===== config.mk =====
export PLATFORM = sky130hd
export DESIGN_NAME = serial_out_scheduler_flat
export DESIGN_NICKNAME = d
export VERILOG_FILES = /design/src/rtl/serial_out_scheduler_if.sv /design/src/rtl/serial_out_scheduler.sv /design/src/flat_wrapper.sv
export SDC_FILE = /design/constraint.sdc
export NUM_CORES = 1
export LEC_CHECK = 0
export BUFFER_PORTS_ARGS = -buffer_cell sky130_fd_sc_hd__buf_2
export CORE_ASPECT_RATIO = 0.6
export CORE_MARGIN = 2
export CORE_UTILIZATION = 44
export DETAILED_ROUTE_END_ITERATION = 10
export PLACE_DENSITY = 0.75
export SETUP_SLACK_MARGIN = 0.15
export SLEW_MARGIN = 20
export SYNTH_ARGS = -nofsm -noshare
export SYNTH_HDL_FRONTEND = slang
export SYNTH_SLANG_ARGS = --single-unit
export TNS_END_PERCENT = 5

===== constraint.sdc =====
create_clock -name clk -period 2.05 [get_ports clk]
set_input_delay 0.1025 -clock clk [delete_from_list [all_inputs] [get_ports clk]]
set_output_delay 0.1025 -clock clk [all_outputs]
set_load 0.005 [all_outputs]

===== src/rtl/serial_out_scheduler_if.sv =====
// Bundle of requester-side and serial-pin signals for serial_out_scheduler.
// The slave modport is taken by the scheduler. The master modport is taken by
// whatever drives the requests and observes the serial pins.
interface serial_out_scheduler_if #(
  parameter int NUM_REQ = 4,
  parameter int WIDTH   = 16
);
  logic [NUM_REQ-1:0]       req;
  logic [NUM_REQ*WIDTH-1:0] data_in;
  logic [NUM_REQ-1:0]       ack;
  logic [2:0]               cur_id;
  logic                     busy;
  logic                     done;
  logic                     s_out;
  logic                     s_clk;
  logic                     latch_n;

  modport master (
    output req, data_in,
    input  ack, cur_id, busy, done, s_out, s_clk, latch_n
  );

  modport slave (
    input  req, data_in,
    output ack, cur_id, busy, done, s_out, s_clk, latch_n
  );
endinterface


===== src/rtl/serial_out_scheduler.sv =====
// Round-robin scheduler that shares one 74HC595-style serial chain.
// Several requesters use the chain in turn. A granted 16-bit word is shifted out LSB-first.
// Each bit lasts 2*CLK_DIV clk cycles: s_clk is low for the first half and high for the second.
// An active-low latch pulse of 2*CLK_DIV cycles follows the last bit.
//
//   state | meaning
//   IDLE  | arbitrate; on a grant pulse ack and capture the word
//   SHIFT | 16 bit periods, data changes only while s_clk is low
//   LATCH | latch_n low for 2*CLK_DIV cycles, s_out holds bit 15
module serial_out_scheduler #(
  parameter int NUM_REQ = 4,
  parameter int WIDTH   = 16,
  parameter int CLK_DIV = 2
) (
  input  logic                    clk,
  input  logic                    rst,
  serial_out_scheduler_if.slave   bus
);

  localparam int PTR_W = (NUM_REQ > 1) ? $clog2(NUM_REQ) : 1;
  localparam int DIV_W = (CLK_DIV > 1) ? $clog2(CLK_DIV) : 1;
  localparam int BIT_W = $clog2(WIDTH);
  localparam logic [DIV_W-1:0] DIV_LAST = DIV_W'(CLK_DIV - 1);
  localparam logic [BIT_W-1:0] BIT_LAST = BIT_W'(WIDTH - 1);

  typedef enum logic [1:0] {IDLE, SHIFT, LATCH} state_e;

  state_e             state_q, state_d;
  logic [PTR_W-1:0]   rr_ptr_q, rr_ptr_d;
  logic [DIV_W-1:0]   div_cnt_q, div_cnt_d;
  logic               phase_q, phase_d;
  logic [BIT_W-1:0]   bit_cnt_q, bit_cnt_d;
  logic [WIDTH-1:0]   shreg_q, shreg_d;
  logic [2:0]         cur_id_q, cur_id_d;
  logic               done_q, done_d;

  logic               grant_found;
  logic [PTR_W-1:0]   grant_idx;
  logic [PTR_W-1:0]   cand;
  logic [NUM_REQ-1:0] ack_c;

  // Round-robin pick: scan from farthest to nearest so the closest set index at/after rr_ptr wins.
  always_comb begin
    grant_found = 1'b0;
    grant_idx   = '0;
    cand        = '0;
    for (int i = NUM_REQ - 1; i >= 0; i--) begin
      cand = PTR_W'((int'(rr_ptr_q) + i) % NUM_REQ);
      if (bus.req[cand]) begin
        grant_found = 1'b1;
        grant_idx   = cand;
      end
    end
  end

  // Next-state, counters and grant pulse.
  always_comb begin
    state_d   = state_q;
    rr_ptr_d  = rr_ptr_q;
    div_cnt_d = div_cnt_q;
    phase_d   = phase_q;
    bit_cnt_d = bit_cnt_q;
    shreg_d   = shreg_q;
    cur_id_d  = cur_id_q;
    done_d    = 1'b0;
    ack_c     = '0;
    case (state_q)
      IDLE: begin
        div_cnt_d = '0;
        phase_d   = 1'b0;
        bit_cnt_d = '0;
        // A grant during the reset cycle would be thrown away, so it is not acknowledged.
        if (grant_found && !rst) begin
          ack_c[grant_idx] = 1'b1;
          shreg_d  = bus.data_in[int'(grant_idx)*WIDTH +: WIDTH];
          cur_id_d = 3'(grant_idx);
          rr_ptr_d = PTR_W'((int'(grant_idx) + 1) % NUM_REQ);
          state_d  = SHIFT;
        end
      end
      SHIFT: begin
        if (div_cnt_q == DIV_LAST) begin
          div_cnt_d = '0;
          phase_d   = ~phase_q;
          if (phase_q) begin
            if (bit_cnt_q == BIT_LAST) state_d = LATCH;
            else                       bit_cnt_d = bit_cnt_q + 1'b1;
          end
        end else begin
          div_cnt_d = div_cnt_q + 1'b1;
        end
      end
      LATCH: begin
        // Reuse the low/high half-period counter to time the 2*CLK_DIV latch window.
        if (div_cnt_q == DIV_LAST) begin
          div_cnt_d = '0;
          if (phase_q) begin
            phase_d = 1'b0;
            done_d  = 1'b1;
            state_d = IDLE;
          end else begin
            phase_d = 1'b1;
          end
        end else begin
          div_cnt_d = div_cnt_q + 1'b1;
        end
      end
      default: state_d = IDLE;
    endcase
  end

  // State register with synchronous reset; reset drops any word in flight.
  always_ff @(posedge clk) begin
    if (rst) begin
      state_q   <= IDLE;
      rr_ptr_q  <= '0;
      div_cnt_q <= '0;
      phase_q   <= 1'b0;
      bit_cnt_q <= '0;
      shreg_q   <= '0;
      cur_id_q  <= '0;
      done_q    <= 1'b0;
    end else begin
      state_q   <= state_d;
      rr_ptr_q  <= rr_ptr_d;
      div_cnt_q <= div_cnt_d;
      phase_q   <= phase_d;
      bit_cnt_q <= bit_cnt_d;
      shreg_q   <= shreg_d;
      cur_id_q  <= cur_id_d;
      done_q    <= done_d;
    end
  end

  assign bus.ack     = ack_c;
  assign bus.cur_id  = cur_id_q;
  assign bus.busy    = (state_q != IDLE);
  assign bus.done    = done_q;
  assign bus.s_clk   = (state_q == SHIFT) && phase_q;
  assign bus.latch_n = (state_q != LATCH);
  assign bus.s_out   = (state_q != IDLE) ? shreg_q[bit_cnt_q] : 1'b0;

endmodule


===== src/flat_wrapper.sv =====
// flat-port wrapper written by rule: the top's interface ports become plain ports
module serial_out_scheduler_flat 
#(
  parameter int NUM_REQ = 4,
  parameter int WIDTH   = 16,
  parameter int CLK_DIV = 2
)
  (clk, rst, bus_req, bus_data_in, bus_ack, bus_cur_id, bus_busy, bus_done, bus_s_out, bus_s_clk, bus_latch_n);
  serial_out_scheduler_if #(.NUM_REQ(NUM_REQ), .WIDTH(WIDTH)) bus_i ();
  input  logic clk;
  input  logic rst;
  input wire logic [$bits(bus_i.req)-1:0] bus_req;
  input wire logic [$bits(bus_i.data_in)-1:0] bus_data_in;
  output wire logic [$bits(bus_i.ack)-1:0] bus_ack;
  output wire logic [$bits(bus_i.cur_id)-1:0] bus_cur_id;
  output wire logic [$bits(bus_i.busy)-1:0] bus_busy;
  output wire logic [$bits(bus_i.done)-1:0] bus_done;
  output wire logic [$bits(bus_i.s_out)-1:0] bus_s_out;
  output wire logic [$bits(bus_i.s_clk)-1:0] bus_s_clk;
  output wire logic [$bits(bus_i.latch_n)-1:0] bus_latch_n;
  assign bus_i.req = bus_req;
  assign bus_i.data_in = bus_data_in;
  assign bus_ack = bus_i.ack;
  assign bus_cur_id = bus_i.cur_id;
  assign bus_busy = bus_i.busy;
  assign bus_done = bus_i.done;
  assign bus_s_out = bus_i.s_out;
  assign bus_s_clk = bus_i.s_clk;
  assign bus_latch_n = bus_i.latch_n;
  serial_out_scheduler #(.NUM_REQ(NUM_REQ), .WIDTH(WIDTH), .CLK_DIV(CLK_DIV)) u_core (.clk(clk), .rst(rst), .bus(bus_i));
endmodule

==> results by group <==
Outcome
  • Run status: complete, but fails checks
  • Violated checks: setup timing

Timing
  • Final setup fails: 1
  • Fmax: 484 MHz
  • Pin slew with the least headroom to its limit: 709 ps
  • Worst hold margin: 129 ps
  • Relative slew margins: roughly 52%
  • Min setup slack post-route: -14.7 ps
  • Fin crit share: 101%
  • Final hold vios: 0
  • Clk_skew: about 3.7 ps
  • Final min period: roughly 2100 ps
  • Pins over their slew limit: 0
  • RSZ-0062 raised after global routing: true

Pwr
  • Pint: around 1.9 mW
  • Switching power: roughly 1.1 mW
  • VDD IR-drop max: 513 uV
  • Logic gate share of total power: 47.8%
  • Clock network fraction of total power: between 20% and 30%
  • Sw Ratio: between 30% and 40%
  • Leak Pwr: approximately 1.1 nW
  • Part of the power in registers: between 30 and 40%
  • Pwr dens: ~1200 nW/um^2

Floorplanning
  • Starting Density: a little under half
  • DIE HEIGHT: ~55 um
  • Die ar.: about 4900 um^2
  • Width of the die: 88.8 um
  • # IOs: 82
  • Num rows: 18
  • CORE AREA: between 4000 and 5000 um^2

Setup path
  • Highest net fanout along the worst path: 5
  • R2r startpoint: u_core.state_q[0]
  • Reg2reg end: u_core.shreg_q[9]
  • R2r setup slk: about 170 ps
  • Critical Path Start Type: register
  • Setup crit start: u_core.bit_cnt_q[0]
  • Worst Path Arrival: approximately 2000 ps
  • Worst EP required: 1950 ps
  • Critical path endpoint category: primary output
  • Reg2reg path depth: 6
  • Critical Path Sink: bus_s_out
  • Crit Path Class: reg2out

Placement
  • Post-DP HPWL: ~3600 um
  • Global placer's final weighted congestion: between 0.8 and 0.9
  • Port bufs: 80
  • Placement Cell Area: 2370 um^2

Yosys
  • Synth Area in Compound Gates: between 10% and 20%
  • Fraction of registers with async set/reset: 0%
  • Syn nets: 275
  • Post-synth EDFFs: 0
  • Adder-Cell Fraction of Synth Area: under 10%
  • Largest family of logic cells by synthesized area: simple AND/OR/NAND/NOR gates
  • Post-synthesis cell count: 200
  • XOR/XNOR Fraction of Synth Area: 1.38%
  • Yosys reg bits: 29
  • Simple-Gate Fraction of Synth Area: about 22%
  • Fraction of synthesized area in multiplexers: between 20% and 30%
  • Netlist cell types: 43
  • Post-synthesis sequential area ratio: 30.5%
  • Avg Inst Size Synth: 9.50 um^2
  • Mapped Area: 1900 um^2
  • Ys flop type: dfxtp_1
  • Synth warn: 0

Clock tree
  • CTS tree: done
  • Clk pin slew, worst setup/hold paths: ~60 ps
  • CTS Buffer Depth: 2
  • Skew-Pair Late Insertion Delay: between 200 and 300 ps
  • Clk sink count: 29
  • H-tree levels: 2
  • Num CTS Buffers: 5
  • CTS Hold Buffers Added: 0
  • Clock root buffer: clkbuf_8

Global route
  • GRT Util Overall: 21.3%
  • Largest net degree at the start of global routing: 33
  • Total grt overflow: 0
  • First-pass GRT wire length: between 7000 and 8000 um
  • Antenna violations before repair: 0
  • Vias in the first global route: between 1500 and 2000

Final layout
  • NumNets Final: roughly 360
  • Finished Cell Area: 2560 um^2
  • Number of diodes: 0
  • Share of layout cells above drive strength 1: between 40% and 50%
  • Synth-to-layout area growth: 34.6%

Route
  • Via density: ~5.3
  • DR DRC count: 0
  • Final wirelength: roughly 4700 um
  • DR vias: ~1800
  • 1st-iter DRT viols: 91
  • WL/cell: around 14 um
  • Detail Route Antenna Nets: 0
  • DR pass1 iterations: 4

Hold path
  • Hold Crit Class: in2reg

Run
  • Max-cap violations: 0
==> through the flow <==
step	total power [mW]	util, %	TNS [ps]	worst slack, ps	instances
global route	3.17	62.1	-76.0	-76.0	345
finish	2.95	62.1	-14.7	-14.7	345
detailed placement	2.24	57.5	-36.2	-36.2	336
floorplan	1.86	-	0	180	200
global placement	2.20	57.5	0	23.7	336
CTS	2.90	61.1	-22.4	-22.4	345
==> worst min path at each step <==
| stage | from | end | slack (ps) | depth (start not counted) |
|---|---|---|---|---|
| finish | bus_data_in[1] | u_core.shreg_q[1] | 130 | 3 |
| CTS | bus_data_in[1] | u_core.shreg_q[1] | 120 | 3 |
| detailed placement | bus_data_in[1] | u_core.shreg_q[1] | 420 | 3 |
| floorplan | bus_data_in[0] | u_core.shreg_q[0] | 320 | 2 |
| global placement | bus_data_in[11] | u_core.shreg_q[11] | 420 | 3 |
| global route | bus_data_in[8] | u_core.shreg_q[8] | 150 | 3 |
==> cell type report <==
| type | instances | area, um^2 |
|---|---|---|
| Fill cell | 359 | 1560 |
| Multi-Input combinational cell | 152 | 1260 |
| Sequential cell | 29 | 586 |
| Timing Repair Buffer | 90 | 498 |
| Clock buffer | 7 | 86.3 |
| Tap cell | 60 | 75.1 |
| Clock inverter | 1 | 30.0 |
| Inverter | 6 | 22.5 |
==> synth_stat cells (6+ instances only) <==
cell type	count	area, um^2
a211oi_1	11	82.6
a221oi_1	7	61.3
clkbuf_1	6	22.5
dfxtp_1	29	581
inv_1	6	22.5
mux2i_1	27	270
nand2_1	10	37.5
nand2b_1	9	56.3
nand3b_1	8	60.1
nor2_1	15	56.3
nor3b_1	8	60.1
o221ai_1	8	70.1
==> metal layers <==
metal | vias to the layer above | track usage (%) | part of all wire, %
met5 | - | 0 | 0
met4 | 0 | 9.85 | 1.7
li1 | 922 | - | -
met3 | 9 | 5.19 | 6.2
met2 | 63 | 33.5 | 43
met1 | 837 | 28.0 | 49
==> repair_timing <==
action / in CTS / in global routing
cloned: 0 / 0
resized for setup: 8 / 8
setup buffers: 1 / 0
setup endpoints to repair: 21 / 14
pin swaps: 3 / 2
==> cells in the final DEF (no fill, tap or decap), types with 3 or more instances in the layout <==
cell and instances:
nand2b_1 9, dfxtp_1 27, inv_1 6, nand2_1 10, a211oi_1 11, mux4_2 5, o221ai_1 8, nor3_1 4
a221oi_2 3, buf_2 79, nor2_1 15, o21ai_0 3, nand3b_1 8, clkbuf_8 6, mux2i_1 27, ha_1 5
buf_4 8, nor3b_1 8, a21oi_1 5, a221oi_1 5
==> registers in the layout, summed over array words and instances (netlist names) <==
| name | cells |
|---|---|
| u_core.bit_cnt_q | 4 |
| u_core.bus.cur_id | 2 |
| u_core.bus.done | 1 |
| u_core.div_cnt_q | 1 |
| u_core.phase_q | 1 |
| u_core.rr_ptr_q | 2 |
| u_core.shreg_q | 16 |
| u_core.state_q | 2 |
==> power groups by stage <==
stage | clock network (mW) | logic [mW] | registers [mW]
after floorplan | 0 | 0.980 | 0.878
after global placement | 0 | 1.28 | 0.927
after detailed placement | 0 | 1.31 | 0.927
after CTS | 0.634 | 1.34 | 0.918
after global routing | 0.654 | 1.57 | 0.949
final | 0.620 | 1.41 | 0.920
==> kinds of logic (layout without fill, tap and decap cells) <==
family          after synthesis  in the layout
fa+ha+maj                     5              5
flops                        29             29
simple gates                 71             71
other cells                   1              1
buf+inv                      19            104
xor+xnor                      3              3
mux                          32             32
compound gates               40             40
==> critical path, stage by stage, from the launching register on <==
cell,delay (ps)
dfxtp_4,390
mux4_2,510
mux4_2,510
and2_4,160
buf_6,110
(Power assumes the default switching activity.)
